File: config.mk
export PLATFORM = sky130hd
export DESIGN_NAME = axi_uart_tx_sched
export DESIGN_NICKNAME = d
export VERILOG_FILES = /design/src/rtl/axi_uart_pkg.sv /design/src/rtl/rr_arbiter.sv /design/src/rtl/axi_uart_tx_sched.sv
export SDC_FILE = /design/constraint.sdc
export NUM_CORES = 1
export LEC_CHECK = 0
export CORE_MARGIN = 4
export CORE_UTILIZATION = 25
export CTS_CLUSTER_SIZE = 30
export DETAILED_ROUTE_END_ITERATION = 10
export GPL_ROUTABILITY_DRIVEN = 0
export HOLD_SLACK_MARGIN = 0.06
export MAX_ROUTING_LAYER = met4
export PLACE_DENSITY = 0.62
export RECOVER_POWER = 50
export SYNTH_ARGS = -nofsm -noshare
export SYNTH_HDL_FRONTEND = slang
export SYNTH_SLANG_ARGS = --single-unit
File: constraint.sdc
create_clock -name S_AXI_ACLK -period 5.9 [get_ports S_AXI_ACLK]
set_input_delay 1.18 -clock S_AXI_ACLK [delete_from_list [all_inputs] [get_ports S_AXI_ACLK]]
set_output_delay 1.18 -clock S_AXI_ACLK [all_outputs]
set_load 0.02 [all_outputs]
File: src/rtl/axi_uart_pkg.sv
// Shared constants and FSM encoding for the AXI UARTLite transmit scheduler.
package axi_uart_pkg;

  localparam logic [31:0] TX_FIFO_OFS = 32'h4;
  localparam logic [31:0] STAT_OFS    = 32'h8;
  localparam logic [31:0] CTRL_OFS    = 32'hC;

  localparam int STAT_TX_FULL_BIT = 3;

  // Reset both FIFOs and leave interrupts disabled.
  localparam logic [31:0] CTRL_INIT = 32'h3;

  localparam logic [1:0] RESP_OKAY = 2'b00;

  typedef enum logic [2:0] {
    INIT_AW, INIT_B, IDLE, RD_AR, RD_R, GAP, WR_AW, WR_B
  } state_t;

endpackage

File: src/rtl/rr_arbiter.sv
// Combinational round-robin grant: first requester at or after ptr, wrapping.
module rr_arbiter #(
  parameter int C_NUM_REQ = 4,
  localparam int PW = $clog2(C_NUM_REQ)
) (
  input  logic [C_NUM_REQ-1:0] req,
  input  logic [PW-1:0]        ptr,
  output logic [C_NUM_REQ-1:0] grant
);

  localparam int SW = PW + 1;

  logic [SW-1:0] sum;
  logic          found;

  always_comb begin
    grant = '0;
    found = 1'b0;
    sum   = '0;
    for (int i = 0; i < C_NUM_REQ; i++) begin
      sum = {1'b0, ptr} + SW'(i);
      if (sum >= SW'(C_NUM_REQ)) sum = sum - SW'(C_NUM_REQ);
      if (!found && req[sum[PW-1:0]]) begin
        grant[sum[PW-1:0]] = 1'b1;
        found              = 1'b1;
      end
    end
  end

endmodule

File: src/rtl/axi_uart_tx_sched.sv
// AXI4-Lite master sharing one UARTLite TX FIFO between C_NUM_REQ byte sources:
// init CTRL, round-robin grant, poll STAT while full, write one byte per AXI write.
module axi_uart_tx_sched
  import axi_uart_pkg::*;
#(
  parameter int          C_NUM_REQ       = 4,
  parameter logic [31:0] C_UART_BASEADDR = 32'h00000000,
  parameter int          C_POLL_GAP      = 16,
  localparam int C_S_AXI_ADDR_WIDTH = 32,
  localparam int C_S_AXI_DATA_WIDTH = 32
) (
  input  logic                            S_AXI_ACLK,
  input  logic                            S_AXI_ARESETN,
  input  logic [C_NUM_REQ-1:0]            req_valid,
  input  logic [8*C_NUM_REQ-1:0]          req_data,
  output logic [C_NUM_REQ-1:0]            req_ready,
  output logic                            busy,
  output logic                            bus_err,
  output logic [C_S_AXI_ADDR_WIDTH-1:0]   M_AXI_AWADDR,
  output logic                            M_AXI_AWVALID,
  input  logic                            M_AXI_AWREADY,
  output logic [C_S_AXI_DATA_WIDTH-1:0]   M_AXI_WDATA,
  output logic [C_S_AXI_DATA_WIDTH/8-1:0] M_AXI_WSTRB,
  output logic                            M_AXI_WVALID,
  input  logic                            M_AXI_WREADY,
  input  logic [1:0]                      M_AXI_BRESP,
  input  logic                            M_AXI_BVALID,
  output logic                            M_AXI_BREADY,
  output logic [C_S_AXI_ADDR_WIDTH-1:0]   M_AXI_ARADDR,
  output logic                            M_AXI_ARVALID,
  input  logic                            M_AXI_ARREADY,
  input  logic [C_S_AXI_DATA_WIDTH-1:0]   M_AXI_RDATA,
  input  logic [1:0]                      M_AXI_RRESP,
  input  logic                            M_AXI_RVALID,
  output logic                            M_AXI_RREADY
);

  localparam int PW = $clog2(C_NUM_REQ);
  localparam int GW = $clog2(C_POLL_GAP + 1);

  state_t        state;
  logic          issued;
  logic [7:0]    tx_byte;
  logic [PW-1:0] ptr;
  logic [PW-1:0] gidx;
  logic [PW-1:0] ptr_nxt;
  logic [GW-1:0] gap_cnt;
  logic [C_NUM_REQ-1:0] grant;
  logic          tx_full;
  logic          unused_rdata;

  rr_arbiter #(.C_NUM_REQ(C_NUM_REQ)) u_arb (
    .req   (req_valid),
    .ptr   (ptr),
    .grant (grant)
  );

  always_comb begin
    gidx = '0;
    for (int i = 0; i < C_NUM_REQ; i++)
      if (grant[i]) gidx = PW'(i);
  end

  assign ptr_nxt      = (gidx == PW'(C_NUM_REQ - 1)) ? '0 : gidx + 1'b1;
  assign req_ready    = (state == IDLE) ? grant : '0;
  assign busy         = (state != IDLE);
  assign M_AXI_ARADDR = C_UART_BASEADDR + STAT_OFS;
  // An errored STAT read counts as "not full" so a broken slave cannot stall us.
  assign tx_full      = M_AXI_RDATA[STAT_TX_FULL_BIT] && (M_AXI_RRESP == RESP_OKAY);
  assign unused_rdata = ^{M_AXI_RDATA[C_S_AXI_DATA_WIDTH-1:STAT_TX_FULL_BIT+1],
                          M_AXI_RDATA[STAT_TX_FULL_BIT-1:0]};

  always_ff @(posedge S_AXI_ACLK or negedge S_AXI_ARESETN) begin
    if (!S_AXI_ARESETN) begin
      state         <= INIT_AW;
      issued        <= 1'b0;
      tx_byte       <= '0;
      ptr           <= '0;
      gap_cnt       <= '0;
      bus_err       <= 1'b0;
      M_AXI_AWADDR  <= '0;
      M_AXI_AWVALID <= 1'b0;
      M_AXI_WDATA   <= '0;
      M_AXI_WSTRB   <= '0;
      M_AXI_WVALID  <= 1'b0;
      M_AXI_BREADY  <= 1'b0;
      M_AXI_ARVALID <= 1'b0;
      M_AXI_RREADY  <= 1'b0;
    end else begin
      case (state)
        INIT_AW, WR_AW: begin
          if (!issued) begin
            issued        <= 1'b1;
            M_AXI_AWVALID <= 1'b1;
            M_AXI_WVALID  <= 1'b1;
            if (state == INIT_AW) begin
              M_AXI_AWADDR <= C_UART_BASEADDR + CTRL_OFS;
              M_AXI_WDATA  <= CTRL_INIT;
              M_AXI_WSTRB  <= 4'hF;
            end else begin
              M_AXI_AWADDR <= C_UART_BASEADDR + TX_FIFO_OFS;
              M_AXI_WDATA  <= {24'b0, tx_byte};
              M_AXI_WSTRB  <= 4'b0001;
            end
          end else begin
            if (M_AXI_AWVALID && M_AXI_AWREADY) M_AXI_AWVALID <= 1'b0;
            if (M_AXI_WVALID && M_AXI_WREADY)   M_AXI_WVALID  <= 1'b0;
            // Each channel is done once its VALID has already dropped or completes now.
            if ((!M_AXI_AWVALID || M_AXI_AWREADY) && (!M_AXI_WVALID || M_AXI_WREADY)) begin
              issued       <= 1'b0;
              M_AXI_BREADY <= 1'b1;
              state        <= (state == INIT_AW) ? INIT_B : WR_B;
            end
          end
        end
        INIT_B, WR_B: begin
          if (M_AXI_BVALID) begin
            M_AXI_BREADY <= 1'b0;
            if (M_AXI_BRESP != RESP_OKAY) bus_err <= 1'b1;
            state <= IDLE;
          end
        end
        IDLE: begin
          if (|req_valid) begin
            tx_byte       <= req_data[{gidx, 3'b000} +: 8];
            ptr           <= ptr_nxt;
            M_AXI_ARVALID <= 1'b1;
            state         <= RD_AR;
          end
        end
        RD_AR: begin
          if (M_AXI_ARREADY) begin
            M_AXI_ARVALID <= 1'b0;
            M_AXI_RREADY  <= 1'b1;
            state         <= RD_R;
          end
        end
        RD_R: begin
          if (M_AXI_RVALID) begin
            M_AXI_RREADY <= 1'b0;
            if (M_AXI_RRESP != RESP_OKAY) bus_err <= 1'b1;
            if (tx_full) begin
              gap_cnt <= '0;
              state   <= GAP;
            end else begin
              state <= WR_AW;
            end
          end
        end
        GAP: begin
          if (gap_cnt == GW'(C_POLL_GAP - 1)) begin
            M_AXI_ARVALID <= 1'b1;
            state         <= RD_AR;
          end else begin
            gap_cnt <= gap_cnt + 1'b1;
          end
        end
        default: state <= INIT_AW;
      endcase
    end
  end

endmodule

---- Word level (Yosys, flattened, before mapping) ----
Cells that the tools add are included.
word-level totals
  flip-flop bits (word level) ............. 93
  bits in latches ......................... 0
  RAM bits ................................ 0
  bits in read-only memories .............. 0
  output and inout port bits .............. 111
  logic and storage cells ................. 174
  memories kept ........................... 0
cells by class
  add/subtract/negate cells ............... 9
  $mul .................................... 0
  div/mod/pow operators ................... 0
  magnitude comparators ................... 12
  equality and inequality tests ........... 23
  shift-type cells ........................ 1
  multiplexer cells ....................... 71
  bitwise logic cells ..................... 4
  reductions and logical operators ........ 40
operators with widths
  cell                                                               count
  indexed part select 32 x 6 -> 8 bit                                1
  2-to-1 mux 1 bit                                                   30
  2-to-1 mux 4 bit                                                   7
  2-to-1 mux 3 bit                                                   8
  != test 2 bit, second input constant                               10
  one-hot mux 3 bit (6 select lines)                                 1
  2-to-1 mux 2 bit                                                   8
  2-to-1 mux 5 bit                                                   3
  == test 3 bit, second input constant                               4
  less-than comparator 2 x 3 -> 1 bit, second input constant         4
  OR 4 bit                                                           3
  AND reduction 4 bit                                                3
  nonzero test 2 bit                                                 6
  logical AND 1 bit                                                  11
  one-hot mux 5 bit (2 select lines)                                 1
  greater-or-equal comparator 3 bit, second input constant           3
  binary-select mux 1 bit (select 2 bit)                             4
  demux 1 bit (select 2 bit)                                         4
  greater-or-equal comparator 2 x 1 -> 1 bit, second input constant  4
  2-to-1 mux 8 bit                                                   1
  AND reduction 2 bit                                                4
  subtractor 2 x 1 -> 2 bit, second input constant                   4
  AND reduction 7 bit                                                1
  adder 2 x 2 -> 3 bit, second input constant                        2
  other kinds (22)                                                   33

---- Longest topological paths before layout ----
Gate-level depths: netlist of the first run.
  depth in word-level cells ............... 19
  gate-level depth with buffers ........... 10
  depth with buffers taken out ............ 8

---- By module ----
A second synthesis of the first run with hierarchy kept.
second synthesis, totals
  cell total of the unflattened synthesis .. 342
  area total of the unflattened synthesis .. 2,921.6 um^2
modules (own cells, without submodules)
  module             times used  cells each  area each (um^2)  seq. area each (um^2)
  axi_uart_tx_sched  1           306         2,583.7           875.8
  rr_arbiter         1           36          337.8             0.0

---- Worst setup path after synthesis of the first run ----
No wires, ideal clock.
  kind .................................... input port to output port
  start ................................... input req_valid[3]
  end ..................................... output req_ready[2]
  arrival ................................. 2,747 ps
  data required time ...................... 4,720 ps
  path slack .............................. 1,973 ps
  stages on the path ...................... 6
  cell sequence ........................... mux4_2 buf_4 or2_1 o221a_2 buf_2 nor2_1
between the ends
  longest elaborated chain between the ends .. 13
  elaborated cells on any way between the ends .. 25
ends and longest elaborated chain
  what                                    RTL line                 text
  start, declared                         axi_uart_tx_sched.sv:14  input logic [C_NUM_REQ-1:0] req_valid,
  binary-select mux 1 bit (select 2 bit)  rr_arbiter.sv:23         if (!found && req[sum[PW-1:0]]) begin
  2-to-1 mux 1 bit (not written as such)  rr_arbiter.sv:23
  2-to-1 mux 1 bit                        rr_arbiter.sv:23
  zero test 1 bit                         rr_arbiter.sv:23
  logical AND 1 bit                       rr_arbiter.sv:23
  2-to-1 mux 1 bit                        rr_arbiter.sv:23
  zero test 1 bit                         rr_arbiter.sv:23
  logical AND 1 bit                       rr_arbiter.sv:23
  2-to-1 mux 1 bit                        rr_arbiter.sv:23
  zero test 1 bit                         rr_arbiter.sv:23
  logical AND 1 bit                       rr_arbiter.sv:23
  2-to-1 mux 4 bit (*)                    rr_arbiter.sv:23
  2-to-1 mux 4 bit (*)                    axi_uart_tx_sched.sv:65  assign req_ready = (state == IDLE) ? grant : '0;
  end, declared                           axi_uart_tx_sched.sv:16  output logic [C_NUM_REQ-1:0] req_ready,
Mark *: on every way between the ends. The rest lies on a longest branch, timed or not. The select of a mux whose other input is x is not followed.

---- Worst setup path in the final report of the first run ----
  start ................................... input req_valid[0]
  end ..................................... output req_ready[1]
The elaborated chain is that of the path after synthesis.

==> impl_metrics.csv, run 1 <==
group,metric,value,unit
floorplanning,dieHeight,118,um
sta,fin_skew,0.00186,ns
detailed_routing,wl_per_cell,13.7,um
sta,rsz0062_at_grt,"false",
grt,grt_max_degree,36,
setup_path,crit_slowest_cell,"mux4_1",
grt,antenna_found_initial,0,
clock_network,cts_tree,"yes",
sta,slew_viol_final,36,
logic_synthesis,ys_seq_area_frac,0.290,
clock_network,cts_buffer_depth,2,
logic_synthesis,syn_area_per_cell,8.74,um2
logic_synthesis,yosys-top-cells-count,"buf_4, nand2_1, dfrtp_1",
setup_path,path_cells,"clkdlybuf4s50_1 -> mux4_1 -> nor3b_1 -> a21oi_2 -> and2_4 -> nor2_1 -> clkdlybuf4s50_1",
logic_synthesis,synth_area,0.00302,mm2
logic_synthesis,yosysMostFrequentCell,"buf_4",
logic_synthesis,synth_top_family_by_area,"buffers and inverters",
detailed_routing,vias,2341,
floorplanning,start_util,0.260,
logic_synthesis,synth_enable_flop_cells,0,
grt,grt_pass1_vias,2353,
setup_path,crit_fanout,11,
grt,grt_pass1_wl,11.9,mm
placed_design,dp_hpwl,6.10,mm
worst_hold_path,hold_depth,1,
floorplanning,rows,39,
clock_network,numCtsBuffers,5,
sta,period_share,0.848,
sta,slew-limit-headroom,-0.272,
floorplanning,io_pins,190,
grt,grt.total_usage,0.107,
clock_network,clockRootBuffer,"clkbuf_16",
floorplanning,fp.coreArea,0.0116,mm2
clock_network,cts.sinks,35,
detailed_routing,routed_via_density,4.25,
sta,hold_viol,0,
logic_synthesis,yosysWarnings,0,
setup_path,crit_buf_inv,2,
grt,grt_busiest_layer,"met2",
worst_hold_path,min_from,"bus_err$_DFFE_PN0P_",
logic_synthesis,ys.flop_type,"dfrtp_1",
status,status,"complete, but fails checks",
logic_synthesis,netlist_top_cells_area,"dfrtp_1, buf_4, nand2_1",
detailed_routing,drt_first_iter_violations,100,
logic_synthesis,synth_compound_area_frac,0.200,
final_layout,diodes,0,
final_layout,drive_above_1_share,0.0735,
setup_path,critPathArrivalTime,3.82,ns
clock_network,insertion_delay,0.27,ns
floorplanning,fp.dieW,118,um
worst_hold_path,min_to,"bus_err$_DFFE_PN0P_",
logic_synthesis,synth-simple-area-share,0.163,
setup_path,required,4.72,ns
logic_synthesis,synth.largest_area_cell,"dfrtp_1",
grt,grt.met3_usage,0.0240,
sta,fin_tns_setup,0,ns
pwr,power,1930,uW
clock_network,h-tree-depth,2,
setup_path,slowest_delay,0.68,ns
setup_path,cp-start-kind,"input pin",
detailed_routing,wirelength,7.54,mm
clock_network,path_clk_slew,0.05,ns
clock_network,cts_hold_buf,0,
worst_hold_path,min_path_type,"reg -> reg",
detailed_routing,final_antenna_net_count,0,
final_layout,areaGrowthSynthToFinish,21.7,%
logic_synthesis,synthCells,346,
setup_path,path_common_cell,"clkdlybuf4s50_1",
pwr,ir_worst_vdd,0.000176,V
detailed_routing,drc,0,
logic_synthesis,synth-xor-area-share,0.00290,
detailed_routing,drt_pre_antenna_iters,5,
clock_network,cts-resized-gates,0,
grt,grtUsageMet2,0.186,
final_layout,nNetsFinal,494,
pwr,power_density,525,mW/mm2
floorplanning,die_area,0.0139,mm2
sta,worst_slew_pin_slew,1.91,ns
sta,fmax,200,MHz
logic_synthesis,muxShareOfSynthArea,0.0505,
setup_path,r2r_slack,2.45,ns
logic_synthesis,ys_types,61,
setup_path,r2r_start,"ptr[0]$_DFFE_PN0P_",
job,drv_cap,1,
setup_path,reg2reg_depth,8,
logic_synthesis,ys_seq_elements,35,
setup_path,path_class,"in -> out",
setup_path,rr_endpoint,"tx_byte[0]$_DFFE_PN0P_",
status,violations,"capacitance limit, slew limit",
grt,gr-usage-met1,0.125,
setup_path,endpoint_kind,"output pin",
sta,period_needed,5.00,ns
sta,setup_violations,0,
clock_network,postCtsSetupBuffers,0,
logic_synthesis,async_reset_ff_frac,1.00,
logic_synthesis,synthAdderAreaFrac,0.0331,
pwr,p_leak,0.00161,uW
placed_design,io_buffers,72,
logic_synthesis,netlist.area_leader.share,0.290,
grt,grt_overflow,0,
setup_path,path_delay_family,"buffers and inverters",
==> power by group <==
part	switching [uW]	internal (uW)	total [uW]
Clock	98.6	242	340
Combinational	653	477	1130
Sequential	115	345	459
Total	867	1060	1930
==> registers in the layout, indices dropped and copies added (netlist names), 2 cells and up <==
register / cells
M_AXI_WDATA: 8
tx_byte: 8
gap_cnt: 5
state: 3
M_AXI_WSTRB: 2
ptr: 2
==> cells by family after synthesis <==
group                      Yosys count
AOI/OAI and AO/OA                   78
muxes                                9
and+or+nand+nor                    101
xor gates and xnor gates             1
other                                2
adders and majority gates            8
buffers and inverters              112
DFF                                 35
==> area by class of cell <==
cell class / instances / area [um2]
inverter: 10 / 37.5
timing repair buffer: 72 / 714
multi-input combinational: 283 / 1680
clock buffer: 5 / 125
tap: 143 / 179
fill: 1229 / 7930
clock inverter: 3 / 67.6
sequential: 35 / 876
==> cell usage in the layout, fill, tap and decap left out, drive strengths merged, types with 2 or more instances in the layout <==
cell            n
a21boi          8
and3            4
conb           86
o31ai           9
a221oi          2
a31oi           5
a211oi          8
and2            3
nor2b           2
o22ai           3
nand3b          2
nand2b          8
ha              8
nor2           24
bufinv          2
a21o            3
dfrtp          35
nor3            2
or2             3
inv            10
mux2            4
dlygate4sd3     2
o21ai          14
clkbuf          6
mux4            4
clkdlybuf4s50  69
nand2          39
a21oi           7
nand3           9
o22a            2
a2bb2oi         8
==> layer usage <==
| layer | share of wire | vias to the layer above |
|---|---|---|
| met3 | 0.059 | 4 |
| met4 | 0.0092 | 0 |
| li1 | - | 1144 |
| met5 | 0 | - |
| met2 | 0.50 | 87 |
| met1 | 0.43 | 1106 |
==> per-stage QoR <==
step	cells	area (um2)	setup WS [ns]	util	hold WS [ns]
floorplan	430	3340	1.97	-	0.449
global placement	543	3490	0.917	0.300	0.445
detailed placement	543	3490	0.884	0.300	0.469
CTS	551	3680	0.866	0.317	0.480
global route	551	3680	0.735	0.317	0.497
finish	551	3680	0.899	0.317	0.472
==> worst max path at each step <==
stage	to	cells after the start	slack, ns	start
after floorplan	req_ready[2]	6	1.97	req_valid[3]
after global placement	req_ready[1]	7	0.92	req_valid[3]
after detailed placement	req_ready[1]	7	0.88	req_valid[0]
after CTS	req_ready[1]	7	0.87	req_valid[0]
after global routing	req_ready[1]	7	0.73	req_valid[0]
final	req_ready[1]	7	0.90	req_valid[0]
Power figures use the tool's default switching activity.
==> run 2, diff against run 1 <==
- clock period: 5.9 -> 4.9 ns (I/O delays scaled with it)
==> run 2 against run 1 <==
Against the previous run:
- the run still ends with capacitance limit, slew limit left
- sequential power increased by 20%
- register-to-register slack got worse by 0.80 ns
- largest power group unchanged
- utilization is essentially flat
- non-clock buffer count grew 2
- sequential cell count stayed put
- worst setup slack worse by 0.57 ns
- die area stayed put
- sequential share of layout area barely moved
==> impl_metrics.csv, run 2 (same netlist as run 1, synthesis figures left out) <==
group,metric,value,unit
status,status,"complete, but fails checks",
status,violations,"capacitance limit, slew limit",
sta,setup_violations,0,
floorplanning,rows,39,
clock_network,numCtsBuffers,5,
detailed_routing,wl_per_cell,13.5,um
grt,grt.met3_usage,0.0259,
placed_design,dp_hpwl,6.13,mm
pwr,power.internal,1260,uW
pwr,ir_worst_vdd,0.000170,V
sta,holdWs,0.463,ns
final_layout,nNetsFinal,496,
detailed_routing,drc,0,
clock_network,clockRootBuffer,"clkbuf_16",
placed_design,io_buffers,72,
grt,grt.total_usage,0.108,
grt,grt_overflow,0,
floorplanning,io_pins,190,
floorplanning,start_util,0.260,
sta,period_needed,4.57,ns
clock_network,cts.sinks,35,
final_layout,areaGrowthSynthToFinish,21.7,%
grt,grt_busiest_layer,"met2",
floorplanning,dieHeight,118,um
grt,antenna_found_initial,1,
setup_path,crit_fanout,11,
grt,grt_pass1_vias,2344,
detailed_routing,drt_pre_antenna_iters,4,
sta,rsz0062_at_grt,"false",
floorplanning,fp.coreArea,0.0116,mm2
detailed_routing,routed_via_density,4.27,
clock_network,path_clk_slew,0.05,ns
pwr,pwr-share-clk,0.160,
pwr,comb_power_share,0.600,
pwr,swShare,0.452,
floorplanning,fp.dieW,118,um
job,drv_cap,1,
setup_path,path_class,"reg -> out",
floorplanning,die_area,0.0139,mm2
clock_network,cts_hold_buf,0,
worst_hold_path,min_path_type,"reg -> reg",
clock_network,cts_tree,"yes",
pwr,power_density,623,mW/mm2
final_layout,drive_above_1_share,0.0780,
setup_path,critPathArrivalTime,3.59,ns
detailed_routing,vias,2364,
sta,hold_viol,0,
detailed_routing,wirelength,7.47,mm
sta,fmax,219,MHz
pwr,p_leak,0.00162,uW
grt,gr-usage-met1,0.128,
sta,slew-limit-headroom,-0.310,
setup_path,endpoint_kind,"output pin",
grt,grt_pass1_wl,12.0,mm
sta,fin_skew,0.00238,ns
sta,slew_viol_final,36,
grt,grt_max_degree,36,
final_layout,final_common_cell,"conb_1",
sta,period_share,0.932,
final_layout,top_regs,"M_AXI_WDATA (8), tx_byte (8), gap_cnt (5)",
sta,fin_tns_setup,0,ns
final_layout,layout_common_cells,"conb_1, clkdlybuf4s50_1, nand2_1",
grt,grtUsageMet2,0.185,
pwr,switching_power,1040,uW
detailed_routing,drt_first_iter_violations,123,
clock_network,cts_buffer_depth,2,
detailed_routing,final_antenna_net_count,0,
clock_network,h-tree-depth,2,
setup_path,required,3.92,ns
clock_network,cts-resized-gates,0,
pwr,sequentialPowerShare,0.240,
sta,worst_slew_pin_slew,1.96,ns
setup_path,cp-start-kind,"flip-flop",
clock_network,insertion_delay,0.28,ns
clock_network,postCtsSetupBuffers,0,
[run 2: layout make-up]
| class | instances | area [um2] |
|---|---|---|
| antenna | 1 | 2.50 |
| clock inverter | 2 | 35.0 |
| clock buffer | 6 | 139 |
| timing repair buffer | 74 | 729 |
| fill | 1249 | 7940 |
| multi-input combinational | 283 | 1680 |
| sequential | 35 | 876 |
| tap | 143 | 179 |
| inverter | 10 | 37.5 |
[run 2: worst paths after layout]
| check | start | end | slack [ns] | cells past startpoint |
|---|---|---|---|---|
| min in group asynchronous | S_AXI_ARESETN | M_AXI_RREADY$_DFFE_PN0P_ | 1.25 | 1 |
| max in group asynchronous | S_AXI_ARESETN | M_AXI_ARVALID$_DFFE_PN0P_ | 2.52 | 1 |
| worst max register to register | ptr[0]$_DFFE_PN0P_ | tx_byte[0]$_DFFE_PN0P_ | 1.65 | 9 |
| worst min register to register | bus_err$_DFFE_PN0P_ | bus_err$_DFFE_PN0P_ | 0.46 | 1 |
| worst min-delay path | bus_err$_DFFE_PN0P_ | bus_err$_DFFE_PN0P_ | 0.46 | 1 |
| worst max-delay path | ptr[0]$_DFFE_PN0P_ | req_ready[1] | 0.33 | 8 |
[run 2: critical path, cell delays in order (launching register included)]
cell and delay (ns):
dfrtp_1 0.60, inv_1 0.20, ha_1 0.41, mux4_1 0.73, nor2_4 0.20, o311ai_4 0.18
and2_4 0.23, nor2_1 0.13, clkdlybuf4s50_1 0.62
[run 2: metal layers]
metal / vias up / share of wire
met5: - / 0
met4: 0 / 0.0099
met3: 7 / 0.068
met2: 96 / 0.51
met1: 1109 / 0.41
li1: 1152 / -
[run 2: stage by stage]
stage	cell area, um2	instances	setup slack, ns	utilization	power (uW)
after CTS	3680	553	0.277	0.317	2320
after global placement	3500	545	0.401	0.302	1900
final	3680	554	0.333	0.317	2290
after global routing	3680	554	0.111	0.317	2480
after floorplan	3340	430	1.36	-	1610
after detailed placement	3500	545	0.358	0.302	1940
[run 2: power by group through the flow]
stage / Combinational (uW) / Clock, uW / Sequential [uW]
floorplan: 1060 / 0 / 550
global placement: 1350 / 0 / 552
detailed placement: 1390 / 0 / 555
CTS: 1390 / 377 / 551
global route: 1520 / 389 / 574
finish: 1380 / 367 / 549
==> run 3, diff against run 2 <==
- CORE_UTILIZATION: 25 -> 35
- PLACE_DENSITY: 0.62 -> 0.81
==> run 3 against run 2 <==
Against the previous run:
- the flow still finishes with violations (capacitance limit, slew limit)
- wire length fell by 4.8%
- critical path depth fell by 1
- combinational power barely moved
- final cell count fell by 6.7%
- count of clock-buffer cells in the layout rose by 1
- sequential cell count did not move
- critical endpoint is now req_ready[2]
==> impl_metrics.csv, run 3 (same netlist as run 1, synthesis figures left out) <==
group,metric,value,unit
status,status,"complete, but fails checks",
status,violations,"capacitance limit, slew limit",
floorplanning,dieHeight,101,um
sta,slew_viol_final,36,
final_layout,final_common_cell,"conb_1",
final_layout,layout_common_cells,"conb_1, clkdlybuf4s50_1, nand2_1",
grt,grt_max_degree,36,
clock_network,h-tree-depth,2,
placed_design,io_buffers,72,
setup_path,crit_fanout,11,
pwr,p_leak,0.00158,uW
pwr,switching_power,1010,uW
pwr,comb_power_share,0.646,
job,drv_cap,1,
grt,grt.total_usage,0.135,
floorplanning,rows,33,
clock_network,cts-resized-gates,0,
grt,grt_overflow,0,
pwr,power.internal,1110,uW
final_layout,nNetsFinal,498,
sta,fin_tns_setup,0,ns
sta,rsz0062_at_grt,"false",
final_layout,fin_cells,517,
detailed_routing,drc,0,
clock_network,clockRootBuffer,"clkbuf_8",
floorplanning,start_util,0.364,
floorplanning,fp.coreArea,0.00830,mm2
detailed_routing,wirelength,7.11,mm
pwr,sequentialPowerShare,0.260,
final_layout,design_area,0.00355,mm2
setup_path,endpoint_kind,"output pin",
clock_network,numCtsBuffers,5,
setup_path,critPathArrivalTime,3.65,ns
clock_network,cts_buffer_depth,2,
setup_path,cp-start-kind,"flip-flop",
sta,period_needed,4.63,ns
detailed_routing,routed_via_density,4.67,
sta,setup_violations,0,
final_layout,top_regs,"M_AXI_WDATA (8), tx_byte (8), gap_cnt (5)",
floorplanning,io_pins,190,
grt,grt_pass1_vias,2264,
floorplanning,die_area,0.0102,mm2
grt,grt_pass1_wl,10.6,mm
pwr,power_density,597,mW/mm2
setup_path,required,3.92,ns
final_layout,final_util,0.428,
worst_hold_path,min_path_type,"reg -> reg",
sta,period_share,0.945,
floorplanning,fp.dieW,101,um
detailed_routing,vias,2414,
final_layout,drive_above_1_share,0.0752,
sta,worst_slew_pin_slew,1.83,ns
pwr,ir_worst_vdd,0.000232,V
clock_network,cts_tree,"yes",
sta,fin_skew,0.00440,ns
placed_design,dp_cells,509,
pwr,swShare,0.478,
grt,antenna_found_initial,0,
sta,slew-limit-headroom,-0.221,
pwr,pwr-share-clk,0.094,
placed_design,pre_cts_ws,0.313,ns
detailed_routing,wl_per_cell,13.8,um
final_layout,fillerInstances,858,
final_layout,diodes,0,
final_layout,areaGrowthSynthToFinish,17.5,%
clock_network,path_clk_slew,0.07,ns
detailed_routing,final_antenna_net_count,0,
clock_network,cts_hold_buf,0,
clock_network,insertion_delay,0.28,ns
placed_design,dp_hpwl,5.81,mm
placed_design,dpl_cell_area,0.00348,mm2
sta,finalWorstSetupSlack,0.270,ns
detailed_routing,drt_first_iter_violations,73,
clock_network,cts.sinks,35,
detailed_routing,drt_pre_antenna_iters,4,
clock_network,postCtsSetupBuffers,0,
sta,fmax,216,MHz
setup_path,path_class,"reg -> out",
sta,hold_viol,0,
## run 3: routing by layer
| layer | routed length [um] | GRT usage |
|---|---|---|
| met2 | 3590 | 0.224 |
| met3 | 511 | 0.0221 |
| met5 | 0 | - |
| met1 | 2870 | 0.162 |
| met4 | 148 | 0.0542 |
## run 3: power groups by stage
stage	logic, uW	registers (uW)	clock network (uW)
after floorplan	1060	550	0
after global placement	1330	545	0
after detailed placement	1380	554	0
after CTS	1380	550	206
after global routing	1510	574	213
final	1370	552	199
## run 3: cell type report
cell class / instances / area (um2) / share of cell area
Clock buffer: 7 / 76.3 / 0.0215
Multi-Input combinational cell: 283 / 1680 / 0.473
Tap cell: 105 / 131 / 0.0370
Sequential cell: 35 / 876 / 0.246
Inverter: 10 / 37.5 / 0.0106
Clock inverter: 1 / 5.00 / 0.00141
Timing Repair Buffer: 76 / 747 / 0.210
## run 3: path summary, 6_finish.rpt
check | start | to | slack, ns | cells past startpoint
max | ptr[0]$_DFFE_PN0P_ | req_ready[2] | 0.27 | 7
min | M_AXI_WDATA[3]$_DFFE_PN0P_ | M_AXI_WDATA[3]$_DFFE_PN0P_ | 0.47 | 2
max reg2reg | ptr[0]$_DFFE_PN0P_ | tx_byte[4]$_DFFE_PN0P_ | 1.69 | 9
min reg2reg | M_AXI_WDATA[3]$_DFFE_PN0P_ | M_AXI_WDATA[3]$_DFFE_PN0P_ | 0.47 | 2
max in group asynchronous | S_AXI_ARESETN | M_AXI_WSTRB[0]$_DFFE_PN0P_ | 2.11 | 2
min in group asynchronous | S_AXI_ARESETN | M_AXI_RREADY$_DFFE_PN0P_ | 1.72 | 2
## run 3: worst max-delay path: stages (launching register included)
cell,delay [ns]
dfrtp_1,0.60
inv_1,0.23
ha_1,0.42
mux4_1,0.73
or2_1,0.29
o221a_2,0.32
nor2_1,0.15
clkdlybuf4s50_1,0.62
## run 3: metrics by stage
stage                     hold slack, ns  total power (uW)
after global placement             0.441              1880
after global routing               0.501              2290
after detailed placement           0.456              1930
after floorplan                    0.449              1610
final                              0.467              2120
after CTS                          0.471              2140
